[src/rtl/seg7_pkg.sv]
// Shared constants, types and helpers for the 4-digit 7-segment scan controller.
package seg7_pkg;

    // Segment bit positions inside SEG (active-low pins)
    localparam int unsigned SEG_A  = 0;
    localparam int unsigned SEG_G  = 6;
    localparam int unsigned SEG_DP = 7;

    // Pin levels that turn everything dark
    localparam logic [3:0] DIG_OFF = 4'b1111;
    localparam logic [7:0] SEG_OFF = 8'hFF;

    // One complete display image: four nibbles, decimal points and blank mask
    typedef struct packed {
        logic [15:0] value;
        logic [3:0]  dp;
        logic [3:0]  blank;
    } disp_rec_t;

    localparam disp_rec_t DISP_RESET = '{value: 16'h0000, dp: 4'b0000, blank: 4'b1111};

    // Clock cycles per digit slot for the requested full-frame refresh rate
    function automatic int unsigned slot_cycles(input int unsigned clk_hz,
                                                input int unsigned refresh_hz);
        return clk_hz / (refresh_hz * 4);
    endfunction

    // Hex nibble to active-low segments a..g (bit 0 = a)
    function automatic logic [6:0] hex_to_seg(input logic [3:0] nib);
        logic [6:0] seg;
        case (nib)
            4'h0: seg = 7'h40;
            4'h1: seg = 7'h79;
            4'h2: seg = 7'h24;
            4'h3: seg = 7'h30;
            4'h4: seg = 7'h19;
            4'h5: seg = 7'h12;
            4'h6: seg = 7'h02;
            4'h7: seg = 7'h78;
            4'h8: seg = 7'h00;
            4'h9: seg = 7'h10;
            4'hA: seg = 7'h08;
            4'hB: seg = 7'h03;
            4'hC: seg = 7'h46;
            4'hD: seg = 7'h21;
            4'hE: seg = 7'h06;
            default: seg = 7'h0E;
        endcase
        return seg;
    endfunction

endpackage

[src/rtl/seg7_slot_timer.sv]
// Digit-slot timebase: slot counter, digit index, frame pulse and per-slot on-time.
module seg7_slot_timer #(
    parameter int unsigned SLOT_CYC = 20,
    parameter int unsigned GUARD    = 2,
    parameter int unsigned CNT_W    = 5
) (
    input  logic             clk,
    input  logic             rst,
    input  logic [2:0]       brightness,
    output logic [CNT_W-1:0] slot_cnt,
    output logic [1:0]       digit_idx,
    output logic             frame_tick,
    output logic [CNT_W-1:0] on_len
);

    localparam int unsigned      PROD_W   = CNT_W + 4;
    localparam logic [CNT_W-1:0] LAST     = CNT_W'(SLOT_CYC - 1);
    localparam logic [CNT_W-1:0] PRE_LAST = CNT_W'(SLOT_CYC - 2);

    logic [PROD_W-1:0] on_prod;

    // On-time product sized with 4 spare bits so (SLOT_CYC-GUARD)*8 cannot overflow
    always_comb begin
        on_prod = PROD_W'(SLOT_CYC - GUARD) * (PROD_W'(brightness) + PROD_W'(1));
    end

    // Slot counter wraps each slot and steps the digit index 0..3
    always_ff @(posedge clk) begin
        if (rst) begin
            slot_cnt  <= '0;
            digit_idx <= '0;
        end else if (slot_cnt == LAST) begin
            slot_cnt  <= '0;
            digit_idx <= digit_idx + 2'd1;
        end else begin
            slot_cnt  <= slot_cnt + CNT_W'(1);
        end
    end

    // Frame pulse is registered one cycle early so it is high exactly during the last cycle of digit 3
    always_ff @(posedge clk) begin
        if (rst) begin
            frame_tick <= 1'b0;
        end else begin
            frame_tick <= (slot_cnt == PRE_LAST) && (digit_idx == 2'd3);
        end
    end

    // Brightness is sampled once per slot, on the slot's first cycle, and held as on_len
    always_ff @(posedge clk) begin
        if (rst) begin
            on_len <= '0;
        end else if (slot_cnt == '0) begin
            on_len <= CNT_W'(on_prod >> 3);
        end
    end

endmodule

[src/rtl/seg7_scan_ctrl.sv]
// Time-multiplexed 4-digit common-anode 7-segment controller with tear-free updates.
module seg7_scan_ctrl
    import seg7_pkg::*;
#(
    parameter int unsigned CLK_HZ     = 50000000,
    parameter int unsigned REFRESH_HZ = 1000,
    parameter int unsigned GUARD      = 16
) (
    input  logic        FPGA_CLK,
    input  logic        FPGA_RST,
    input  logic        wr_en,
    input  logic [15:0] wr_data,
    input  logic [3:0]  dp_in,
    input  logic [3:0]  blank_in,
    input  logic [2:0]  brightness,
    output logic        upd_pending,
    output logic        frame_tick,
    output logic [3:0]  DIG,
    output logic [7:0]  SEG
);

    localparam int unsigned SLOT_CYC = slot_cycles(CLK_HZ, REFRESH_HZ);
    localparam int unsigned CNT_W    = $clog2(SLOT_CYC + 1);

    logic [CNT_W-1:0] slot_cnt;
    logic [CNT_W-1:0] on_len;
    logic [1:0]       digit_idx;
    logic [CNT_W:0]   on_end;
    logic             in_window;
    logic [3:0]       nib;
    logic             digit_dp;
    logic             digit_blank;
    logic [7:0]       seg_next;

    disp_rec_t wr_rec;
    disp_rec_t shadow;
    disp_rec_t display;

    seg7_slot_timer #(
        .SLOT_CYC (SLOT_CYC),
        .GUARD    (GUARD),
        .CNT_W    (CNT_W)
    ) u_timer (
        .clk        (FPGA_CLK),
        .rst        (FPGA_RST),
        .brightness (brightness),
        .slot_cnt   (slot_cnt),
        .digit_idx  (digit_idx),
        .frame_tick (frame_tick),
        .on_len     (on_len)
    );

    // Bundle the host inputs into one display image
    always_comb begin
        wr_rec = '{value: wr_data, dp: dp_in, blank: blank_in};
    end

    // Shadow always tracks the last write; the display copy only changes at frame wrap.
    // A write landing on the wrap cycle bypasses the shadow so it is never reported pending.
    always_ff @(posedge FPGA_CLK) begin
        if (FPGA_RST) begin
            shadow      <= DISP_RESET;
            display     <= DISP_RESET;
            upd_pending <= 1'b0;
        end else begin
            if (wr_en) begin
                shadow <= wr_rec;
            end
            if (frame_tick) begin
                display     <= wr_en ? wr_rec : shadow;
                upd_pending <= 1'b0;
            end else if (wr_en) begin
                upd_pending <= 1'b1;
            end
        end
    end

    // Select the current digit's data and decide whether it is inside its lit window
    always_comb begin
        nib         = display.value[{digit_idx, 2'b00} +: 4];
        digit_dp    = display.dp[digit_idx];
        digit_blank = display.blank[digit_idx];
        on_end      = (CNT_W + 1)'(GUARD) + (CNT_W + 1)'(on_len);
        in_window   = (slot_cnt >= CNT_W'(GUARD)) && ({1'b0, slot_cnt} < on_end);
        seg_next                 = SEG_OFF;
        seg_next[SEG_G:SEG_A]    = hex_to_seg(nib);
        seg_next[SEG_DP]         = ~digit_dp;
    end

    // Registered pin stage: one digit low with its segments, or everything dark
    always_ff @(posedge FPGA_CLK) begin
        if (FPGA_RST) begin
            DIG <= DIG_OFF;
            SEG <= SEG_OFF;
        end else if (in_window && !digit_blank) begin
            DIG <= ~(4'b0001 << digit_idx);
            SEG <= seg_next;
        end else begin
            DIG <= DIG_OFF;
            SEG <= SEG_OFF;
        end
    end

endmodule

[config.mk]
export PLATFORM = sky130hd
export DESIGN_NAME = seg7_scan_ctrl
export DESIGN_NICKNAME = d
export VERILOG_FILES = /design/src/rtl/seg7_pkg.sv /design/src/rtl/seg7_slot_timer.sv /design/src/rtl/seg7_scan_ctrl.sv
export SDC_FILE = /design/constraint.sdc
export NUM_CORES = 1
export LEC_CHECK = 0
export CAP_MARGIN = 10
export CORE_UTILIZATION = 51
export DETAILED_ROUTE_END_ITERATION = 16
export PLACE_DENSITY = 0.75
export SYNTH_ARGS = -nofsm -noshare
export SYNTH_HDL_FRONTEND = slang
export SYNTH_SLANG_ARGS = --single-unit
[constraint.sdc]
create_clock -name FPGA_CLK -period 2.29 [get_ports FPGA_CLK]
set_input_delay 0.229 -clock FPGA_CLK [delete_from_list [all_inputs] [get_ports FPGA_CLK]]
set_output_delay 0.229 -clock FPGA_CLK [all_outputs]
set_load 0.01 [all_outputs]
==> impl_metrics.json <==
{
  "setup_slack_ns": -0.0368,
  "pwr-share-comb_pct": 15.0,
  "grt_max_degree": 30,
  "synth_compound_area_share_pct": 11.3,
  "regArea_sq_um": 1850,
  "cp.buffers_inverters": 1,
  "fin_crit_sh_pct": 102,
  "slew_headroom_pct": 62.4,
  "maxSlewViolCount": 0,
  "die_w_um": 95.0,
  "placed_cell_area_sq_um": 5120,
  "critPathArrivalTime_ns": 2.56,
  "crit_chain": "ha_4, nand2_4, nor2_4, nand3_2, xor2_1, ha_1, a21o_1, a21oi_2, nor2_2, a221oi_2, buf_4, nand4_1",
  "clk_path_buf_depth": 2,
  "critPathTopFamily": "compound AO/OA/AOI/OAI gates",
  "core_area_sq_um": 8300,
  "violations": "negative setup slack",
  "antenna_found_initial": 0,
  "slowest_stage": "dfxtp_2",
  "cts_inserted_buffers": 9,
  "vias": 3361,
  "fin_crit_ns": 2.33,
  "portBuffers": 43,
  "tritoncts": "done",
  "final_area_sq_um": 5500,
  "nNetsFinal": 583,
  "cts_sinks": 92,
  "finClkSkew_ns": 0.0121,
  "hp-class": "input port to flop",
  "final-hold-violation-count": 0,
  "clkPwrFrac_pct": 32.8,
  "vias_per_cell": 5.36,
  "multi_input_area_sq_um": 2520,
  "grt_pass1_wl_mm": 15.8,
  "slowest_delay_ns": 0.37,
  "synthAdderAreaFrac_pct": 10.2,
  "dieHeight_um": 95.0,
  "seq_area_frac_synth_pct": 41.7,
  "synth_seq_cells": 92,
  "power_switching_mw": 0.917,
  "grt_pass1_vias": 3301,
  "ant_nets": 0,
  "drt_iter0_drc": 132,
  "htree_levels": 3,
  "startpoint_type": "flop",
  "drt-total-wl_mm": 9.41,
  "placementRows": 33,
  "yosys_warnings": 0,
  "syn_area_sq_um": 4410,
  "tightest_slew_ns": 0.563,
  "die_area_sq_um": 9030,
  "final_common_cell": "dfxtp_1",
  "internal_power_mw": 2.36,
  "power_leakage_nw": 2.39,
  "mostFrequentLayoutCells": "88 x dfxtp_1, 54 x nor2_1, 41 x clkdlybuf4s50_1, 32 x mux2i_1, 32 x buf_4",
  "dr.pass1.iters": 4,
  "drc": 0,
  "cap_violations": 0,
  "p_per_area_nw_per_um2": 595,
  "syn_inst": 453,
  "antenna_cells": 0,
  "post-dp-hpwl_mm": 6.87,
  "pwr-share-seq_pct": 52.1,
  "setup_violations": 7,
  "grt.overflow.total": 0,
  "path_class": "flop to flop",
  "syn_nets": 519,
  "synth.area.mux_share_pct": 11.1,
  "hold_depth": 3,
  "outcome": "finished with violations",
  "clk_latency_ns": 0.37,
  "area_growth_pct": 24.7,
  "detail_route.wl_per_cell_um": 15.0,
  "synthSimpleGateAreaFrac_pct": 15.0,
  "track_usage_pct": 22.7,
  "synthDistinctLibCells": 42,
  "power_switching_share_pct": 28.0,
  "fillers": 659,
  "final_util_pct": 66.3,
  "place_ws_ns": -0.560,
  "cp.required_ns": 2.53,
  "p_total_mw": 3.27,
  "drive_gt1_share_pct": 19.0,
  "synth_top_family_by_area": "simple AND/OR/NAND/NOR gates",
  "cp_max_fo": 6,
  "final_cells": 627,
  "cp.depth": 12,
  "dpl.cell_count": 609,
  "clk_pin_slew_worst_paths_ns": 0.09,
  "start_util_pct": 53.2,
  "synth-xor-area-share_pct": 5.76,
  "rsz0062_at_grt": "true",
  "r2r_cells": 12,
  "synth.avg_cell_area_sq_um": 9.74,
  "clockRootBuffer": "clkbuf_8",
  "io_pins": 44,
  "hold_buffers": 0,
  "cp-end-kind": "flop",
  "irDropWorstVdd_uv": 521,
  "clock.fmax_mhz": 430,
  "gp_congestion": 0.818
}
metal layers:
layer	track usage [%]	wire length, um
met3	4.99	252
met2	41.0	4930
met5	0	0
met1	27.1	4140
met4	5.56	89
per-stage QoR:
step | hold slack, ns | setup TNS [ns]
6_report | 0.378 | -0.104
2_1_floorplan | 0.361 | -0.0491
4_1_cts | 0.365 | -0.203
5_1_grt | 0.382 | -1.68
3_3_place_gp | 0.450 | -1.46
3_5_place_dp | 0.455 | -2.79
tightest hold or removal path, delay by kind of cell:
kind,cells,cell delay (ns)
AOI/OAI and AO/OA,1,0.06
buffers and inverters,2,0.40
repair_timing:
action                                  4_1_cts  5_1_grt
cloned                                        1        0
setup buffers                                 1        1
endpoints found under the setup margin       14       15
gates resized for setup                      25       16
pin swaps                                     4       17
final timing paths:
kind	start	endpoint	slack [ns]
setup / recovery	u_timer.on_len[5]$_SDFFE_PP0N_	SEG[0]$_SDFF_PP1_	-0.04
setup reg to reg	u_timer.on_len[5]$_SDFFE_PP0N_	SEG[0]$_SDFF_PP1_	-0.04
hold / removal	brightness[0]	u_timer.on_len[3]$_SDFFE_PP0N_	0.38
hold reg to reg	display[2]$_SDFFE_PP1P_	display[2]$_SDFFE_PP1P_	0.47
power groups by stage:
| stage | logic (mW) | clock network (mW) | registers, mW |
|---|---|---|---|
| after floorplan | 0.288 | 0 | 1.73 |
| after global placement | 0.435 | 0 | 1.73 |
| after detailed placement | 0.458 | 0 | 1.74 |
| after CTS | 0.472 | 1.10 | 1.70 |
| after global routing | 0.547 | 1.16 | 1.71 |
| final | 0.492 | 1.07 | 1.71 |
state kept, by name (all words and copies together), names as in the netlist:
register,cells
upd_pending,1
u_timer.frame_tick,1
shadow,24
u_timer.digit_idx,2
display,24
SEG,8
DIG,4
u_timer.slot_cnt,14
u_timer.on_len,14
cell families after synthesis:
| group | after synthesis |
|---|---|
| adder cells (fa/ha/maj) | 36 |
| flip-flops | 92 |
| AND/OR/NAND/NOR | 138 |
| AO/OA/AOI/OAI | 68 |
| XOR/XNOR | 29 |
| multiplexers | 41 |
| buffers and inverters | 49 |
cells in the mapped netlist, drive strengths merged:
library cell	number	share of area [%]
and4	1	0.20
nand2	17	1.4
a41oi	2	0.40
nand2b	3	0.43
and2	3	0.43
o21ai	11	1.3
nand4	7	0.99
and3	6	0.85
a41o	1	0.23
or4	2	0.43
inv	25	2.1
mux2i	32	7.3
buf	8	1.4
xor2	10	2.0
o21a	3	0.51
dfxtp	92	42
or3	1	0.14
a211oi	8	1.7
nor3	7	0.79
a21oi	11	1.2
xnor2	19	3.8
ha	36	10
a221oi	2	0.40
nor4	2	0.62
nand3	24	2.7
nor2b	5	0.71
a31oi	2	0.28
o22a	20	4.0
mux4	6	3.1
clkbuf	16	1.4
nor2	60	5.3
a21o	4	0.68
mux2	3	0.77
o22ai	4	0.57
layout make-up:
class / instances / area share [%]
clock buffer: 9 / 2.25
clock inverter: 7 / 1.43
inverter: 25 / 1.71
multi-input combinational: 312 / 45.8
sequential: 92 / 33.6
tap: 105 / 2.39
timing repair buffer: 77 / 12.8
No activity file was read; power rests on OpenSTA's default activity.
